**config.mk**
```make
export PLATFORM = sky130hd
export DESIGN_NAME = addsub_arbiter
export DESIGN_NICKNAME = d
export VERILOG_FILES = /design/src/rtl/addsub_arbiter.sv
export SDC_FILE = /design/constraint.sdc
export NUM_CORES = 1
export LEC_CHECK = 0
export ABC_CLOCK_PERIOD_IN_PS = 2700
export CORE_MARGIN = 2
export CORE_UTILIZATION = 45
export CTS_CLUSTER_DIAMETER = 100
export DETAILED_ROUTE_END_ITERATION = 8
export MAX_ROUTING_LAYER = met4
export PLACE_DENSITY = 0.78
export SYNTH_ARGS = -nofsm -noshare
export SYNTH_HDL_FRONTEND = slang
export SYNTH_SLANG_ARGS = --single-unit
```
**constraint.sdc**
```tcl
create_clock -name clk -period 2.7 [get_ports clk]
set_clock_uncertainty 0.15 [all_clocks]
set_input_delay 0.27 -clock clk [delete_from_list [all_inputs] [get_ports clk]]
set_output_delay 0.27 -clock clk [all_outputs]
set_load 0.1 [all_outputs]
```
**src/rtl/addsub_arbiter.sv**
```systemverilog
// Two-requester round-robin arbiter in front of a shared ripple-carry add/subtract unit.
// Each granted operation runs IDLE -> EXEC -> DONE, and the result is held until the next one completes.
module addsub_arbiter #(
  parameter int unsigned WIDTH = 4
) (
  input  logic             clk,
  input  logic             rst,
  input  logic             req0,
  input  logic             req1,
  input  logic             op0,
  input  logic             op1,
  input  logic [WIDTH-1:0] a0,
  input  logic [WIDTH-1:0] b0,
  input  logic [WIDTH-1:0] a1,
  input  logic [WIDTH-1:0] b1,
  output logic             gnt0,
  output logic             gnt1,
  output logic             done0,
  output logic             done1,
  output logic [WIDTH-1:0] s,
  output logic             ovr,
  output logic             cout,
  output logic             busy
);

  typedef enum logic [1:0] {StIdle, StExec, StDone} state_e;

  state_e           state_q, state_d;
  logic             last_q, win_q, op_q;
  logic [WIDTH-1:0] a_q, b_q;
  logic             any_req, pick;
  logic [WIDTH-1:0] sum, b_x;
  logic             carry, carry_msb;

  // On a tie, the requester that was not granted last wins.
  always_comb begin
    any_req = req0 | req1;
    if (req0 && req1) pick = ~last_q;
    else              pick = req1;
  end

  always_comb begin
    state_d = state_q;
    unique case (state_q)
      StIdle:  if (any_req) state_d = StExec;
      StExec:  state_d = StDone;
      StDone:  state_d = StIdle;
      default: state_d = StIdle;
    endcase
  end

  always_comb begin
    b_x       = b_q ^ {WIDTH{op_q}};
    carry     = op_q;
    carry_msb = 1'b0;
    sum       = '0;
    for (int i = 0; i < WIDTH; i++) begin
      if (i == WIDTH - 1) carry_msb = carry;
      sum[i] = a_q[i] ^ b_x[i] ^ carry;
      carry  = (a_q[i] & b_x[i]) | (carry & (a_q[i] ^ b_x[i]));
    end
  end

  always_ff @(posedge clk) begin
    if (rst) begin
      state_q <= StIdle;
      last_q  <= 1'b1;
      win_q   <= 1'b0;
      op_q    <= 1'b0;
      a_q     <= '0;
      b_q     <= '0;
      s       <= '0;
      ovr     <= 1'b0;
      cout    <= 1'b0;
    end else begin
      state_q <= state_d;
      if (state_q == StIdle && any_req) begin
        win_q  <= pick;
        last_q <= pick;
        op_q   <= pick ? op1 : op0;
        a_q    <= pick ? a1 : a0;
        b_q    <= pick ? b1 : b0;
      end
      if (state_q == StExec) begin
        s    <= sum;
        ovr  <= carry ^ carry_msb;
        cout <= carry;
      end
    end
  end

  assign gnt0  = (state_q == StExec) && !win_q;
  assign gnt1  = (state_q == StExec) &&  win_q;
  assign done0 = (state_q == StDone) && !win_q;
  assign done1 = (state_q == StDone) &&  win_q;
  assign busy  = (state_q != StIdle);

endmodule

```
==> results.json, run 1 <==
{
  "outcome": "complete, no violations",
  "seqCellArea_sq_um": 380,
  "synthTopCellsByArea": "dfxtp_1, a311oi_2, nand2_1, a21oi_1, fa_1",
  "grt_first_pass_wirelength_mm": 3.31,
  "ant_nets": 0,
  "p_comb_share_pct": 40.0,
  "period_needed_ns": 2.30,
  "vias_per_cell": 4.98,
  "crit_top_cell": "fa_1",
  "grt_max_degree": 20,
  "cap_violations": 0,
  "synthTopCellsByCount": "nand2_1, dfxtp_1, a21oi_1",
  "p_sw_mw": 0.314,
  "syn_area_sq_mm": 0.00103,
  "hp-start": "cout$_SDFFE_PP0N_",
  "cts_setup_buffers": 0,
  "clock_path_buffers": 2,
  "reg2reg_depth": 7,
  "maxSlewViolCount": 0,
  "tightest_slew_ns": 0.840,
  "syn_area_per_cell_sq_um": 9.37,
  "dpl.hpwl_mm": 1.59,
  "clkPwrFrac_pct": 17.9,
  "arrival_ns": 2.31,
  "syn2layout_area_growth_pct": 30.7,
  "post-synth-top-area-fraction_pct": 36.9,
  "p_sw_share_pct": 39.4,
  "period_share_pct": 85.3,
  "grt_usage_pct": 17.3,
  "diodes": 0,
  "r2r-start": "op_q$_SDFFE_PP0P_",
  "final_cell_count_no_fill": 168,
  "clock_latency_ns": 0.30,
  "initial_core_util_pct": 47.1,
  "die-width_um": 51.9,
  "synth_edf_count": 0,
  "slew_headroom_pct": 43.8,
  "h-tree-depth": 1,
  "die_area_sq_mm": 0.00269,
  "detail_route.wl_per_cell_um": 11.9,
  "vias": 837,
  "startpoint": "op_q$_SDFFE_PP0P_",
  "synth_fp_nets": 135,
  "crit_buf_inv": 1,
  "place_congestion": 0.748,
  "synth_area_leader_cell": "dfxtp_1",
  "drc": 0,
  "internal-power_mw": 0.484,
  "fillers": 202,
  "cts_tree": "done",
  "cts_root_buffer": "clkbuf_4",
  "ys_seq_area_share_pct": 36.9,
  "ys_ff_latch": 19,
  "synth_warnings": 0,
  "holdWs_ns": 0.311,
  "fmax_mhz": 434,
  "whs_path_depth": 2,
  "cp_top_family": "adder cells",
  "num_io_pins": 33,
  "first_pass_iters": 4,
  "cts_resized": 0,
  "critPathKind": "flop to flop",
  "cp_max_fo": 5,
  "power_frac_seq_pct": 42.1,
  "dp_cells": 164,
  "nets": 166,
  "finalSetupTns_ns": 0,
  "synth_cells": 110,
  "peakVddDrop_mv": 0.304,
  "final-hold-violation-count": 0,
  "yosysMostFrequentCell": "nand2_1",
  "worst_hold_path_type": "flop to flop",
  "grt_overflow": 0,
  "multi_input_area_sq_um": 591,
  "path_depth": 7,
  "rows": 17,
  "cp-start-kind": "flop",
  "async_flop_share_pct": 0,
  "synth.distinct_cells": 30,
  "ys.flop_type": "dfxtp_1",
  "coreArea_sq_mm": 0.00219,
  "power_density_mw_per_mm2": 592,
  "clkTransAtPathRegs_ns": 0.10,
  "finalWirelength_mm": 2.00,
  "slowest_stage": "dfxtp_1",
  "drive_gt1_share_pct": 22.1,
  "grt_pass1_vias": 810,
  "first_iter_violations": 7,
  "rsz0062_at_grt": "false",
  "postCtsHoldBufs": 0,
  "die_y_um": 51.9,
  "required_ns": 2.70,
  "cts_inserted_buffers": 3,
  "antenna_found_initial": 0,
  "power_leakage_nw": 0.526,
  "critPathCaptureType": "flop",
  "io_buffers": 32,
  "finalSetupViolCount": 0,
  "cpPeakStageDelay_ns": 0.45,
  "path_cells": "xnor2_1 -> fa_1 -> fa_1 -> inv_1 -> fa_1 -> nand2_1 -> a21oi_1",
  "clock-sinks": 19
}
## cells by family (layout without fill, tap and decap cells)
family / count (synthesis) / in the layout / synth area share, %
AO/OA/AOI/OAI: 29 / 29 / 26.2
flip-flops: 19 / 19 / 36.9
adder cells (fa/ha/maj): 3 / 3 / 5.83
multiplexers: 1 / 1 / 0.971
buffers and inverters: 11 / 41 / 6.31
AND/OR/NAND/NOR: 42 / 42 / 19.5
XOR/XNOR: 5 / 5 / 4.25
## tightest hold or removal path, stage by stage (launching register included)
cell,delay [ns]
dfxtp_1,0.32
nand2_1,0.05
a21oi_1,0.05
## area by class of cell
class | count | share of cell area (%)
timing repair buffer | 33 | 22.3
multi-input combinational | 80 | 43.8
clock buffer | 4 | 1.95
inverter | 4 | 1.11
tap | 28 | 2.60
sequential | 19 | 28.2
## worst paths after layout
kind	slack, ns	endpoint
setup reg to reg	0.40	s[3]$_SDFFE_PP0N_
hold / removal	0.31	cout$_SDFFE_PP0N_
setup / recovery	0.40	s[3]$_SDFFE_PP0N_
hold reg to reg	0.31	cout$_SDFFE_PP0N_
## per-layer routing
| metal | routed length [um] | part of all wire, % | GRT usage, % |
|---|---|---|---|
| met4 | 29 | 1.5 | 7.89 |
| met2 | 965 | 48 | 30.2 |
| met1 | 884 | 44 | 18.8 |
| met3 | 118 | 5.9 | 3.45 |
| met5 | 0 | 0 | - |
## power by group through the flow
stage / combinational (mW) / clock, mW / sequential (mW)
after global placement: 0.315 / 0 / 0.341
after floorplan: 0.186 / 0 / 0.402
after global routing: 0.345 / 0.161 / 0.341
after CTS: 0.322 / 0.146 / 0.336
after detailed placement: 0.322 / 0 / 0.343
final: 0.319 / 0.143 / 0.336
## cell usage in the layout, fill, tap and decap left out, types with 2 or more instances in the layout
cell / instances
inv_1: 3
dfxtp_1: 19
a21oi_1: 12
nor2_1: 5
buf_4: 12
a211oi_1: 3
nor2b_1: 2
xnor2_1: 4
clkbuf_4: 3
clkdlybuf4s50_1: 21
a311oi_2: 9
nand2_1: 26
nor2_2: 2
fa_1: 3
## flip-flops by register name (all words and copies together), names as in the netlist
name / flops
b_q: 4
cout: 1
state_q: 2
op_q: 1
win_q: 1
last_q: 1
a_q: 4
s: 4
ovr: 1
## metrics by stage
| stage | power, mW | instance area [sq um] | util (%) | setup WS, ns |
|---|---|---|---|---|
| detailed placement | 0.665 | 1320 | 60.3 | 0.404 |
| global placement | 0.656 | 1320 | 60.3 | 0.475 |
| global route | 0.847 | 1350 | 61.5 | 0.252 |
| floorplan | 0.588 | 1040 | - | 0.495 |
| CTS | 0.804 | 1350 | 61.5 | 0.383 |
| finish | 0.797 | 1350 | 61.5 | 0.396 |
Power figures use the tool's default switching activity.
==> run 2, diff against run 1 <==
--- a/config.mk
+++ b/config.mk
@@ -10,8 +10,10 @@
 export CORE_UTILIZATION = 45
 export CTS_CLUSTER_DIAMETER = 100
 export DETAILED_ROUTE_END_ITERATION = 8
+export GPL_ROUTABILITY_DRIVEN = 0
 export MAX_ROUTING_LAYER = met4
 export PLACE_DENSITY = 0.78
+export RECOVER_POWER = 25
 export SYNTH_ARGS = -nofsm -noshare
 export SYNTH_HDL_FRONTEND = slang
 export SYNTH_SLANG_ARGS = --single-unit
==> results.json, run 2 (synthesis results as in run 1) <==
{
  "outcome": "complete, no violations",
  "slowest_stage": "dfxtp_1",
  "slew_headroom_pct": 22.7,
  "cap_violations": 0,
  "dp_cells": 164,
  "power_leakage_nw": 0.501,
  "fmax_mhz": 434,
  "first_iter_violations": 7,
  "crit_top_cell": "fa_1",
  "startpoint": "op_q$_SDFFE_PP0P_",
  "hp-start": "cout$_SDFFE_PP0N_",
  "clock_path_buffers": 2,
  "seqCellArea_sq_um": 380,
  "finalWirelength_mm": 2.01,
  "r2r-start": "op_q$_SDFFE_PP0P_",
  "cp-start-kind": "flop",
  "fillers": 206,
  "grt_pass1_vias": 810,
  "final_common_cell": "nand2_1",
  "critPathCaptureType": "flop",
  "finalSetupTns_ns": 0,
  "gr-max-usage-layer": "met2",
  "nets": 166,
  "first_pass_iters": 4,
  "detail_route.wl_per_cell_um": 11.9,
  "coreArea_sq_mm": 0.00219,
  "clock-sinks": 19,
  "path_cells": "xnor2_1 -> fa_1 -> fa_1 -> inv_1 -> fa_1 -> nand2_1 -> a21oi_1",
  "postCtsHoldBufs": 0,
  "clock_latency_ns": 0.30,
  "worst_hold_path_type": "flop to flop",
  "syn2layout_area_growth_pct": 28.5,
  "mostFrequentLayoutCells": "nand2_1, clkdlybuf4s50_1, dfxtp_1",
  "tightest_slew_ns": 1.17,
  "cts_inserted_buffers": 3,
  "diodes": 0,
  "cp_max_fo": 5,
  "grt_util_met1_pct": 18.8,
  "largestRegisters": "a_q x4, b_q x4, s x4",
  "final_cell_count_no_fill": 168,
  "cts_setup_buffers": 0,
  "rows": 17,
  "required_ns": 2.70,
  "fin_area_sq_mm": 0.00133,
  "die_area_sq_mm": 0.00269,
  "dpl.hpwl_mm": 1.59,
  "cts_root_buffer": "clkbuf_4",
  "critPathKind": "flop to flop",
  "period_share_pct": 85.3,
  "post_dp_cell_area_sq_mm": 0.00132,
  "die_y_um": 51.9,
  "grtUsageMet2_pct": 30.2,
  "cts_resized": 0,
  "h-tree-depth": 1,
  "io_buffers": 32,
  "drc": 0,
  "period_needed_ns": 2.30,
  "drive_gt1_share_pct": 17.9,
  "grt_usage_pct": 17.3,
  "antenna_found_initial": 0,
  "vias": 837,
  "final-hold-violation-count": 0,
  "num_io_pins": 33,
  "multi_input_area_sq_um": 591,
  "peakVddDrop_mv": 0.304,
  "vias_per_cell": 4.98,
  "power_density_mw_per_mm2": 595,
  "initial_core_util_pct": 47.1,
  "cpPeakStageDelay_ns": 0.45,
  "grt_max_degree": 20,
  "finalSetupViolCount": 0,
  "grt_util_met3_pct": 3.45,
  "arrival_ns": 2.31,
  "die-width_um": 51.9,
  "rsz0062_at_grt": "false",
  "maxSlewViolCount": 0,
  "clkTransAtPathRegs_ns": 0.10,
  "grt_first_pass_wirelength_mm": 3.31,
  "grt_overflow": 0,
  "cts_tree": "done",
  "ant_nets": 0
}
run 2: cell types whose count changed in the layout (fill, tap and decap cells not counted), sizes merged:
cell and delta:
buf -6, dlygate4sd3 +1, clkbuf +6, clkdlybuf4s50 -1
run 2: path summary, 6_finish.rpt:
path | slack [ns] | endpoint | depth (start not counted)
worst max-delay path | 0.40 | s[3]$_SDFFE_PP0N_ | 7
worst min-delay path | 0.31 | cout$_SDFFE_PP0N_ | 2
worst max register to register | 0.40 | s[3]$_SDFFE_PP0N_ | 7
worst min register to register | 0.31 | cout$_SDFFE_PP0N_ | 2
run 2: final cells by class:
class,instances,area share (%)
inverter,4,1.13
multi-input combinational,80,44.6
clock buffer,4,1.98
timing repair buffer,33,21.0
tap,28,2.64
sequential,19,28.7
run 2: worst max-delay path: cells and delay by family (launching register included):
| kind | cells | cell delay, ns |
|---|---|---|
| and+or+nand+nor | 1 | 0.07 |
| xor gates and xnor gates | 1 | 0.12 |
| DFF | 1 | 0.45 |
| AOI/OAI and AO/OA | 1 | 0.05 |
| adders and majority gates | 3 | 1.24 |
| buffers and inverters | 1 | 0.09 |
run 2: per-stage QoR:
stage	hold slack, ns	setup slack (ns)	util [%]	power [mW]
floorplan	0.303	0.495	-	0.588
global placement	0.293	0.475	60.3	0.656
detailed placement	0.298	0.404	60.3	0.665
CTS	0.313	0.383	61.5	0.804
global route	0.330	0.262	60.5	0.838
finish	0.310	0.396	60.5	0.789
run 2: power breakdown:
part	total, mW	switching, mW	internal, mW	leakage [nW]
Sequential	0.335	0.0248	0.311	0.157
Combinational	0.311	0.204	0.107	0.329
Clock	0.143	0.0850	0.0576	0.0150
run 2: routing by layer:
layer | share of wire (%) | vias up
li1 | - | 436
met1 | 45 | 369
met2 | 48 | 28
met3 | 5.6 | 4
met4 | 1.4 | 0
met5 | 0 | -
